### src/rtl/lfsr_pkg.sv
// Shared definitions for the LFSR run controller: FSM state encoding,
// default widths, synchroniser lane indices and the prescaler terminal count.
package lfsr_pkg;

  localparam int LFSR_WIDTH = 8;
  localparam int PRESCALE_W = 16;

  // Lane order of the three synchronised pins
  localparam int SYNC_RUN  = 0;
  localparam int SYNC_STEP = 1;
  localparam int SYNC_LOAD = 2;

  typedef enum logic [1:0] {
    IDLE  = 2'd0,
    LOAD  = 2'd1,
    RUN   = 2'd2,
    PAUSE = 2'd3
  } state_t;

  // Terminal count for a step period of 2^(2*sel+2) cycles (4 .. 65536)
  function automatic logic [PRESCALE_W-1:0] div_tc(input logic [2:0] sel);
    logic [PRESCALE_W:0] period;
    period = (PRESCALE_W+1)'(1) << ({2'b00, sel, 1'b0} + 6'd2);
    return PRESCALE_W'(period - (PRESCALE_W+1)'(1));
  endfunction

endpackage

### src/rtl/lfsr_run_ctrl_sync.sv
// Two-flop synchroniser for one asynchronous pin, plus a rising-edge pulse
// derived from the synchronised level. Everything freezes while ena is low.
module in_sync_edge (
  input  logic clk,
  input  logic rst_n,
  input  logic ena,
  input  logic d,
  output logic level,
  output logic rise
);

  logic meta_reg;
  logic sync_reg;
  logic prev_reg;

  // Shift the pin through the synchroniser and keep one extra stage for edge detection
  always_ff @(posedge clk or negedge rst_n) begin
    if (!rst_n) begin
      meta_reg <= 1'b0;
      sync_reg <= 1'b0;
      prev_reg <= 1'b0;
    end else if (ena) begin
      meta_reg <= d;
      sync_reg <= meta_reg;
      prev_reg <= sync_reg;
    end
  end

  assign level = sync_reg;
  // Pulse is combinational so the FSM can register its strobe on the next edge
  assign rise  = ena & sync_reg & ~prev_reg;

endmodule

### src/rtl/lfsr_run_ctrl.sv
// Sequencer for the LFSR datapath: seeds the core, steps it at a programmable
// rate or from a button, and captures each new LFSR state for the display.
module lfsr_run_ctrl
  import lfsr_pkg::*;
#(
  parameter int WIDTH      = lfsr_pkg::LFSR_WIDTH,
  parameter int PRESCALE_W = lfsr_pkg::PRESCALE_W
) (
  input  logic             clk,
  input  logic             rst_n,
  input  logic             ena,
  input  logic             run_i,
  input  logic             step_btn_i,
  input  logic             load_i,
  input  logic [2:0]       div_sel_i,
  input  logic [WIDTH-1:0] seed_i,
  input  logic [WIDTH-1:0] lfsr_q_i,
  output logic             lfsr_load_o,
  output logic [WIDTH-1:0] lfsr_seed_o,
  output logic             lfsr_step_o,
  output logic [WIDTH-1:0] disp_val_o,
  output logic             disp_upd_o,
  output logic [1:0]       state_o
);

  logic [2:0] pin_bus;
  logic [2:0] level_bus;
  logic [2:0] rise_bus;
  logic       sync_unused;

  logic run_sync;
  logic step_rise;
  logic load_rise;

  state_t                state_reg;
  logic [WIDTH-1:0]      seed_reg;
  logic                  load_reg;
  logic                  step_reg;
  logic [PRESCALE_W-1:0] count_reg;
  logic                  cap_reg;
  logic [WIDTH-1:0]      disp_reg;
  logic                  upd_reg;

  logic [PRESCALE_W-1:0] tc;
  logic [PRESCALE_W-1:0] count_inc;
  logic [WIDTH-1:0]      seed_fix;

  assign pin_bus = {load_i, step_btn_i, run_i};

  genvar gi;
  generate
    for (gi = 0; gi < 3; gi++) begin : g_sync
      in_sync_edge u_sync (
        .clk   (clk),
        .rst_n (rst_n),
        .ena   (ena),
        .d     (pin_bus[gi]),
        .level (level_bus[gi]),
        .rise  (rise_bus[gi])
      );
    end
  endgenerate

  assign run_sync  = level_bus[SYNC_RUN];
  assign step_rise = rise_bus[SYNC_STEP];
  assign load_rise = rise_bus[SYNC_LOAD];
  // Lanes whose level or edge the sequencer has no use for
  assign sync_unused = ^{level_bus[SYNC_STEP], level_bus[SYNC_LOAD], rise_bus[SYNC_RUN]};

  // Terminal count tracks div_sel_i every cycle; a zero seed would lock the LFSR, so it becomes 1
  always_comb begin
    tc        = PRESCALE_W'(div_tc(div_sel_i));
    count_inc = count_reg + PRESCALE_W'(1);
    seed_fix  = (seed_i == '0) ? WIDTH'(1) : seed_i;
  end

  // Sequencer FSM with prescaler; strobes are registered and land in the cycle the count equals TC
  always_ff @(posedge clk or negedge rst_n) begin
    if (!rst_n) begin
      state_reg <= IDLE;
      seed_reg  <= WIDTH'(1);
      load_reg  <= 1'b0;
      step_reg  <= 1'b0;
      count_reg <= '0;
    end else if (ena) begin
      load_reg <= 1'b0;
      step_reg <= 1'b0;
      unique case (state_reg)
        IDLE: begin
          if (load_rise) begin
            state_reg <= LOAD;
            load_reg  <= 1'b1;
            seed_reg  <= seed_fix;
          end
        end
        LOAD: begin
          count_reg <= '0;
          state_reg <= run_sync ? RUN : PAUSE;
        end
        RUN: begin
          if (load_rise) begin
            // A load replaces any step that was about to be issued
            state_reg <= LOAD;
            load_reg  <= 1'b1;
            seed_reg  <= seed_fix;
            count_reg <= '0;
          end else if (!run_sync) begin
            state_reg <= PAUSE;
            count_reg <= '0;
          end else if (count_reg >= tc) begin
            // Wrap after TC, or a rate change left the count past the new TC: restart silently
            count_reg <= '0;
          end else begin
            count_reg <= count_inc;
            step_reg  <= (count_inc == tc);
          end
        end
        PAUSE: begin
          count_reg <= '0;
          if (load_rise) begin
            state_reg <= LOAD;
            load_reg  <= 1'b1;
            seed_reg  <= seed_fix;
          end else if (run_sync) begin
            state_reg <= RUN;
          end else if (step_rise) begin
            step_reg <= 1'b1;
          end
        end
      endcase
    end
  end

  // Capture the core output on the cycle after a strobe, once the core has updated
  always_ff @(posedge clk or negedge rst_n) begin
    if (!rst_n) begin
      cap_reg  <= 1'b0;
      disp_reg <= '0;
      upd_reg  <= 1'b0;
    end else if (ena) begin
      cap_reg <= load_reg | step_reg;
      upd_reg <= cap_reg;
      if (cap_reg) begin
        disp_reg <= lfsr_q_i;
      end
    end
  end

  // Strobes are silenced while the design is deselected; the registers behind them hold
  assign lfsr_load_o = load_reg & ena;
  assign lfsr_step_o = step_reg & ena;
  assign disp_upd_o  = upd_reg & ena;
  assign lfsr_seed_o = seed_reg;
  assign disp_val_o  = disp_reg;
  assign state_o     = state_reg;

endmodule

### config.mk
export PLATFORM = sky130hd
export DESIGN_NAME = lfsr_run_ctrl
export DESIGN_NICKNAME = d
export VERILOG_FILES = /design/src/rtl/lfsr_pkg.sv /design/src/rtl/lfsr_run_ctrl_sync.sv /design/src/rtl/lfsr_run_ctrl.sv
export SDC_FILE = /design/constraint.sdc
export NUM_CORES = 1
export LEC_CHECK = 0
export CAP_MARGIN = 10
export CORE_MARGIN = 3
export CORE_UTILIZATION = 50
export DETAILED_ROUTE_END_ITERATION = 6
export PLACE_DENSITY = 0.77
export SYNTH_ARGS = -nofsm -noshare
export SYNTH_HDL_FRONTEND = slang
export SYNTH_HIERARCHICAL = 1
export SYNTH_SLANG_ARGS = --single-unit
### constraint.sdc
create_clock -name clk -period 2.1 [get_ports clk]
set_clock_uncertainty 0.2 [all_clocks]
set_input_delay 0.42 -clock clk [delete_from_list [all_inputs] [get_ports clk]]
set_output_delay 0.42 -clock clk [all_outputs]
set_load 0.1 [all_outputs]
# [Word-level counts from Yosys, hierarchy flattened]
# Index checks and enable logic that the tools add are counted.
[classes] n_reduce_logical=9 n_lt_le_gt_ge=1 n_mux=21 bitwise_logic=10 eq_ne=7 add_sub_neg=3 shifts=1
[op_table] op="$mux 16" n=3
[op_table] op="$pmux 16 s2" n=1
[op_table] op="$add 16x1->16 const B" n=1
[op_table] op="$eq 16x16->1" n=1
[op_table] op="$ge 16x16->1" n=1
[op_table] op="$shl 1x5->16 const A" n=1
[op_table] op="$sub 16x1->16 const B" n=1
[op_table] op="$mux 2" n=5
[op_table] op="$mux 1" n=9
[op_table] op="$logic_not 8->1" n=1
[op_table] op="$mux 8" n=1
[op_table] op="$pmux 2 s4" n=1
[op_table] op="$and 1x1->1" n=7
[op_table] op="$add 4x2->5 const B" n=1
[op_table] op="$eq 2x2->1 const B" n=2
[op_table] op="$reduce_and 2->1" n=2
[op_table] op="$reduce_and 4->1" n=1
[op_table] op="$ne 3x1->1 const B" n=1
[op_table] op="$ne 3x2->1 const B" n=1
[op_table] op="$reduce_and 3->1" n=1
[op_table] op="$reduce_or 3->1" n=1
[op_table] op="$eq 2x1->1 const B" n=1
[op_table] op="$logic_not 2->1" n=1
[op_table] op="$ne 2x1->1 const B" n=1
[op_table] op="5 further kinds" n=6
[totals] ff_bits=46 inputBits=25 elab_cells=68 out_inout_bits=21

# [Depth between registers and ports, before layout]
# Gate-level depths: netlist of run 1.
[depth] depth_word=8 mapped_depth=15 depth_no_buf=11

# [Modules after synthesis]
# Netlist of run 1, hierarchy kept.
[modules_own_cells] module="lfsr_run_ctrl" seq_area_each_um2=952.2 area_per_inst_um2=2806.4 instances=1 cells_each=305
[modules_own_cells] module="in_sync_edge" seq_area_each_um2=75.1 area_per_inst_um2=118.9 instances=3 cells_each=7

# [Worst setup path after synthesis of run 1]
# OpenSTA, ideal clock, no wires.
[synth_timing] path_kind="input -> register" from="in div_sel_i[2]" to="reg step_reg" arrival_time_ns=3.487 setup_time_ns=0.076 t_required_ns=1.824 path_slack_ns=-1.664 path_stages=14 n_path_buf=3 path_cell_list="buf_6 -> clkbuf_1 -> or3_1 -> ha_1 -> buf_2 -> or4bb_1 -> o211a_2 -> ha_1 -> o21ai_0 -> nor2_1 -> o221ai_1 -> nand3_1 -> or4_1 -> o21ai_1"
[synth_via] elab_chain_len=8 elab_cells_between_ends=9 classes_between="add/sub: 2; order compare: 1; eq/ne: 1; shift: 1; mux: 4"
[synth_rtl] item="start: declaration" line_no="lfsr_run_ctrl.sv:15" source="input logic [2:0] div_sel_i,"
[synth_rtl] item="$add 4x2->5 *" line_no="lfsr_pkg.sv:23" source="period = (PRESCALE_W+1)'(1) << ({2'b00, sel, 1'b0} + 6'd2);"
[synth_rtl] item="$shl 1x5->16 *" line_no="lfsr_pkg.sv:23"
[synth_rtl] item="$sub 16x1->16 *" line_no="lfsr_pkg.sv:24" source="return PRESCALE_W'(period - (PRESCALE_W+1)'(1));"
[synth_rtl] item="$ge 16x16->1 / $eq 16x16->1 (equally long branches)" line_no="lfsr_run_ctrl.sv:110, lfsr_run_ctrl.sv:115"
[synth_rtl] item="$mux 1 *" line_no="lfsr_run_ctrl.sv:110" source="end else if (count_reg >= tc) begin"
[synth_rtl] item="$mux 1 *" line_no="lfsr_run_ctrl.sv:107" source="end else if (!run_sync) begin"
[synth_rtl] item="$mux 1 *" line_no="lfsr_run_ctrl.sv:101" source="if (load_rise) begin"
[synth_rtl] item="$pmux 1 s2 *" line_no="lfsr_run_ctrl.sv:88" source="unique case (state_reg)"
[synth_rtl] item="end signal: assignment" line_no="lfsr_run_ctrl.sv:115" source="step_reg <= (count_inc == tc);"
[synth_rtl] item="end: declaration" line_no="lfsr_run_ctrl.sv:38" source="logic step_reg;"
# Mark *: on every way between the ends. The rest lies on a longest branch, timed or not.
# A chain may end at the register's enable or synchronous reset.

# [Final worst setup path of run 1]
[layout_timing] from="in div_sel_i[1]" to="reg step_reg"
# The elaborated chain is that of the path after synthesis.

==> results of run 1 <==
-- layout by cell type, fill, tap and decap left out, types with 8 or more instances in the layout --
master,count
a21oi_1,13
nor3_1,9
buf_4,67
inv_1,11
o21ai_1,11
buf_6,8
ha_1,15
o21ai_0,12
nand2_1,19
mux2_2,23
a22o_1,12
dfrtp_1,43
nand3_1,10
nor2_1,22
buf_12,25
clkdlybuf4s50_1,19
-- metal layers --
layer | up-vias | routed length [um] | track usage
met5 | - | 0 | 0
met4 | 0 | 338 | 0.132
met3 | 41 | 583 | 0.0417
met2 | 139 | 4890 | 0.470
met1 | 1483 | 3920 | 0.343
li1 | 1424 | - | -
-- repair_timing --
action                     in CTS  in global routing
cloned                          2                  0
hold buffers                    1                  0
setup endpoints to repair      20                 17
resized for setup              28                 16
pin swaps                      10                 12
hold endpoints to repair       15                  0
buffers inserted                7                  0
-- cell type report --
class                      instances  area (um^2)
clock buffer                       5         68.8
clock inverter                     3         43.8
fill                             351         1280
inverter                          11         41.3
multi-input combinational        250         1970
sequential                        46         1150
tap                               75         93.8
timing repair buffer             123         1340
-- where the power goes --
part | internal (mW) | switching, mW | leakage (nW)
combinational | 0.990 | 1.51 | 1.54
clock | 0.357 | 0.322 | 0.0585
sequential | 1.07 | 0.167 | 0.574
-- metrics by stage --
step                hold slack [ns]  instances   util
finish                        0.309        513  0.786
global route                  0.336        513  0.786
CTS                           0.307        515  0.781
detailed placement            0.162        497  0.735
global placement              0.157        497  0.735
floorplan                   -0.0756        324      -
-- worst max path at each step --
stage	start	end	slack (ns)	cells after the start
6_report	div_sel_i[1]	step_reg	-1.01	12
5_1_grt	div_sel_i[1]	step_reg	-1.07	12
4_1_cts	div_sel_i[2]	step_reg	-1.02	12
3_5_place_dp	div_sel_i[1]	count_reg[6]	-1.70	13
3_3_place_gp	div_sel_i[1]	count_reg[8]	-1.58	13
2_1_floorplan	div_sel_i[2]	step_reg	-0.90	11
==> out/qor.txt, run 1 <==
Hold path startpoint = g_sync[1].u_sync/prev_reg
Leak Pwr = 2.17 nW
Cells after synthesis = 323
Worst Hold Path Cells = 1
N_diodes = 0
RSZ-0062 raised after global routing = true
Most used cell, CP = ha_4
Reg2reg path depth = 8
Max-Cap Viols = 0
Starting DRT DRC Count = 250
Initial Util = 0.520
Crit start category = primary input
Flop2flop setup slack = -0.48 ns
Worst-skew pair later-pin latency = 0.31 ns
Worst-path clk slew = 0.09 ns
Die width = 85.0 um
Final hold violation count = 0
Slowest stage cell on the critical path = or4bb_1
Failing checks = negative setup slack
Hold EP = g_sync[1].u_sync/prev_reg
Capturing point of the worst reg2reg path = step_reg
Layout overhead on the synthesized area = 51.1%
Slew Limit Fails = 0
Slowest stage delay, CP = 0.53 ns
Remaining Overflow, GRT = 0
CTS tree = done
HP Class = reg -> reg
Synthesized area per cell = 9.65 um^2
Row count = 28
Io pins = 46
Worst setup slack after layout = -1.01 ns
Hpwl dp = 6780 um
RR Startpoint = count_reg[0]
Largest net degree at the start of global routing = 32
H-tree levels = 2
WS Path Type = in -> reg
Vias per cell = 6.02
Routability congestion estimate = 0.973
Worst path required time = 2.14 ns
Worst endpoint data arrival time = 3.15 ns
Die Y = 85.0 um
Post-Route WL = 9740 um
First-pass GRT wire length = 15800 um
WP buf/inv = 1
Max FO, Critical Path = 5
Initial antenna violation count = 0
# setup viols final = 17
1st-pass router iterations = 5
Dpl cell area = 4400 um^2
CP Capture Type = flip-flop
Max reg flops = 16
CTS root buffer = clkbuf_8
Synth warn = 6
Routed Antenna Nets = 0
DR WL/cell = 19.0 um
Final min period = 3.11 ns
Final-stage net count = 480
Top Family by Delay on Critical Path = simple AND/OR/NAND/NOR gates
Floorplan core area = 5990 um^2
Fmax = 322 MHz
Pwr dens = 938 nW/um^2
Status = finished, violations left
DRC Markers = 0
Worst slack at placement = -1.70 ns
Maximum clock insertion buffer count = 2
Routed vias = 3087
Cell area after synthesis = 3120 um^2
Total track usage = 0.277
Worst-path cell chain = buf_6, or3_4, ha_4, or4bb_1, o211a_4, ha_4, nand4_1, o21ai_2, o221ai_2, nand3_4, or4_1, o21ai_1
Final setup TNS = -15.68 ns
Fraction of layout cells with a size suffix above 1 = 0.374
IO buf count = 45
Tot Pwr = 4.42 mW
Crit share post-route = 1.48
CTS Sinks = 46
Design area = 4710 um^2
Vias in the first global route = 3225
CTS Buf Count = 5
Die area = 7220 um^2
VDD IR max = 0.000915 V
Note: power is estimated with default switching activity, not from simulation.
==> run 2: changes to the inputs <==
--- a/config.mk
+++ b/config.mk
@@ -9,6 +9,7 @@
 export CORE_MARGIN = 3
 export CORE_UTILIZATION = 50
 export DETAILED_ROUTE_END_ITERATION = 6
+export GPL_ROUTABILITY_DRIVEN = 0
 export PLACE_DENSITY = 0.77
 export SYNTH_ARGS = -nofsm -noshare
 export SYNTH_HDL_FRONTEND = slang
==> run 2 against run 1 <==
Against the previous run: largest cell class unchanged; the run still ends with negative setup slack left; worst hold slack improved by 0.00058 ns; power shrank 0.62%; first-iteration DRC count increased by 16%; routed wire length rose by 5.8%; sequential power barely moved; count of clock-buffer cells in the layout up 1.
==> out/qor.txt, run 2 (same netlist as run 1, synthesis figures left out) <==
Switch share = 0.461 (+0.00806)
CTS Buf Count = 5 (unchanged)
GR Util met2 = 0.492 (+0.0219)
GRT met1 Usage = 0.340 (-0.00329)
Internal power = 2.36 mW (-2.1%)
Worst path required time = 2.08 ns (-0.06 ns)
Maximum clock insertion buffer count = 2 (unchanged)
Flop pwr share = 0.281 (about the same)
Design area = 4750 um^2 (+0.90%)
CTS tree = done
Max reg flops = 16 (unchanged)
Hpwl dp = 6930 um (+2.1%)
Row count = 28 (unchanged)
Io pins = 46 (unchanged)
Crit start category = primary input
HP Class = reg -> reg
N_diodes = 0 (unchanged)
Die area = 7220 um^2 (unchanged)
CTS root buffer = clkbuf_8
Initial Util = 0.520 (unchanged)
Global route hottest layer = met2
DRC Markers = 0 (unchanged)
Commonest non-fill, non-tap cell in the layout = buf_4
Routed Antenna Nets = 0 (unchanged)
Max FO, Critical Path = 5 (unchanged)
Starting DRT DRC Count = 289 (+16%)
Post-Route WL = 10300 um (+5.8%)
Worst setup slack after layout = -1.14 ns (-0.129 ns)
Final min period = 3.24 ns (+0.129 ns)
Worst-path clk slew = 0.09 ns (about the same)
1st-pass router iterations = 5 (unchanged)
# setup viols final = 17 (unchanged)
CP Capture Type = flip-flop
P_sw = 2.02 mW (+1.1%)
H-tree levels = 2 (unchanged)
Final-stage net count = 486 (+1.3%)
Grt met3 use = 0.0476 (+0.00583)
Failing checks = negative setup slack
Die width = 85.0 um (unchanged)
Tot Pwr = 4.39 mW (-0.62%)
Fmax = 309 MHz (-4.0%)
Leak Pwr = 2.20 nW (+0.95%)
Fraction of layout cells with a size suffix above 1 = 0.396 (+0.0220)
Comb pwr share = 0.589 (+0.022)
Share of total power in the clock network = 0.130 (-0.024)
Die Y = 85.0 um (unchanged)
Routed vias = 3237 (+4.9%)
Dpl cell area = 4420 um^2 (+0.34%)
Worst-skew pair later-pin latency = 0.30 ns (about the same)
Status = finished, violations left
Max-Cap Viols = 0 (unchanged)
Vias per cell = 6.24 (+3.6%)
Final hold violation count = 0 (unchanged)
Cells after DPL = 499 (+0.40%)
Flop2flop setup slack = -0.53 ns (-0.05 ns)
VDD IR max = 0.00124 V (+36%)
WS Path Type = in -> reg
Initial antenna violation count = 0 (unchanged)
Slew Limit Fails = 0 (unchanged)
Floorplan core area = 5990 um^2 (unchanged)
Largest net degree at the start of global routing = 30 (-6.3%)
IO buf count = 45 (unchanged)
Layout overhead on the synthesized area = 52.5%
Total track usage = 0.285 (+0.00789)
RSZ-0062 raised after global routing = true
Remaining Overflow, GRT = 0 (unchanged)
First-pass GRT wire length = 16400 um (+3.6%)
Most frequent cells in the layout = 70 x buf_4, 43 x dfrtp_1, 25 x buf_12, 23 x mux2_2, 21 x nor2_1
Non-filler instance count after layout = 519 (+1.2%)
Crit share post-route = 1.54 (+0.0614)
Vias in the first global route = 3287 (+1.9%)
Fin util = 0.793 (+0.00710)
DR WL/cell = 19.8 um (+4.6%)
CTS Sinks = 46 (unchanged)
Pwr dens = 923 nW/um^2 (-1.5%)
Worst endpoint data arrival time = 3.22 ns (+0.07 ns)
## run 2: cell types whose count changed in the layout (fill, tap and decap cells not counted), sizes merged
| cell | before | now |
|---|---|---|
| clkinvlp | 0 | 1 |
| clkbuf | 5 | 6 |
| buf | 101 | 107 |
| bufinv | 1 | 0 |
| inv | 12 | 11 |
## run 2: area by class of cell
cell class                 count  area, um^2
fill                         333        1240
timing repair buffer         129        1380
tap                           75        93.8
clock buffer                   6        82.6
sequential                    46        1150
clock inverter                 2        12.5
multi-input combinational    250        1980
inverter                      11        41.3
## run 2: worst max-delay path, cell delays in order
cell and delay [ns]:
buf_6 0.09, or3_1 0.37, ha_2 0.19, or4bb_1 0.49, o211a_4 0.17, ha_4 0.28
nand4_1 0.12, buf_4 0.18, nor2_4 0.08, o221ai_2 0.11, nand3_2 0.14, buf_6 0.13
buf_6 0.12, o21ai_2 0.08, a22o_1 0.24
## run 2: worst paths after layout
kind                                      startpoint                        end  cells after the start
max                                     div_sel_i[2]               count_reg[8]                     15
min                        g_sync[0].u_sync/meta_reg  g_sync[0].u_sync/meta_reg                      1
max reg2reg                             count_reg[0]                   step_reg                      7
min reg2reg                g_sync[0].u_sync/meta_reg  g_sync[0].u_sync/meta_reg                      1
max in group asynchronous                      rst_n             lfsr_seed_o[0]                      3
min in group asynchronous                      rst_n     g_sync[2].u_sync/level                      2
## run 2: timing repair
action / in CTS / in global routing
hold buffers: 1 / 0
pin swaps: 13 / 8
gates cloned: 2 / 0
buffers inserted: 8 / 3
setup endpoints to repair: 20 / 17
hold endpoints to repair: 17 / 0
gates resized for setup: 33 / 16
## run 2: per-stage QoR
| stage | TNS, ns | setup WS [ns] | hold slack (ns) |
|---|---|---|---|
| floorplan | -12.17 | -0.896 | -0.0756 |
| global placement | -26.47 | -1.52 | 0.171 |
| detailed placement | -28.99 | -1.70 | 0.179 |
| CTS | -15.53 | -1.02 | 0.315 |
| global route | -19.43 | -1.21 | 0.327 |
| finish | -17.85 | -1.14 | 0.310 |
## run 2: per-layer routing
| layer | vias to the layer above | routed length, um |
|---|---|---|
| met5 | - | 0 |
| met4 | 0 | 482 |
| met3 | 55 | 760 |
| met2 | 200 | 5080 |
| met1 | 1557 | 3980 |
| li1 | 1425 | - |
## run 2: power groups by stage
stage,registers [mW],clock network (mW),logic (mW)
final,1.23,0.569,2.58
after global routing,1.26,0.621,2.66
after CTS,1.23,0.578,2.50
after detailed placement,1.24,0,2.40
after global placement,1.23,0,2.35
after floorplan,2.14,0,0.468
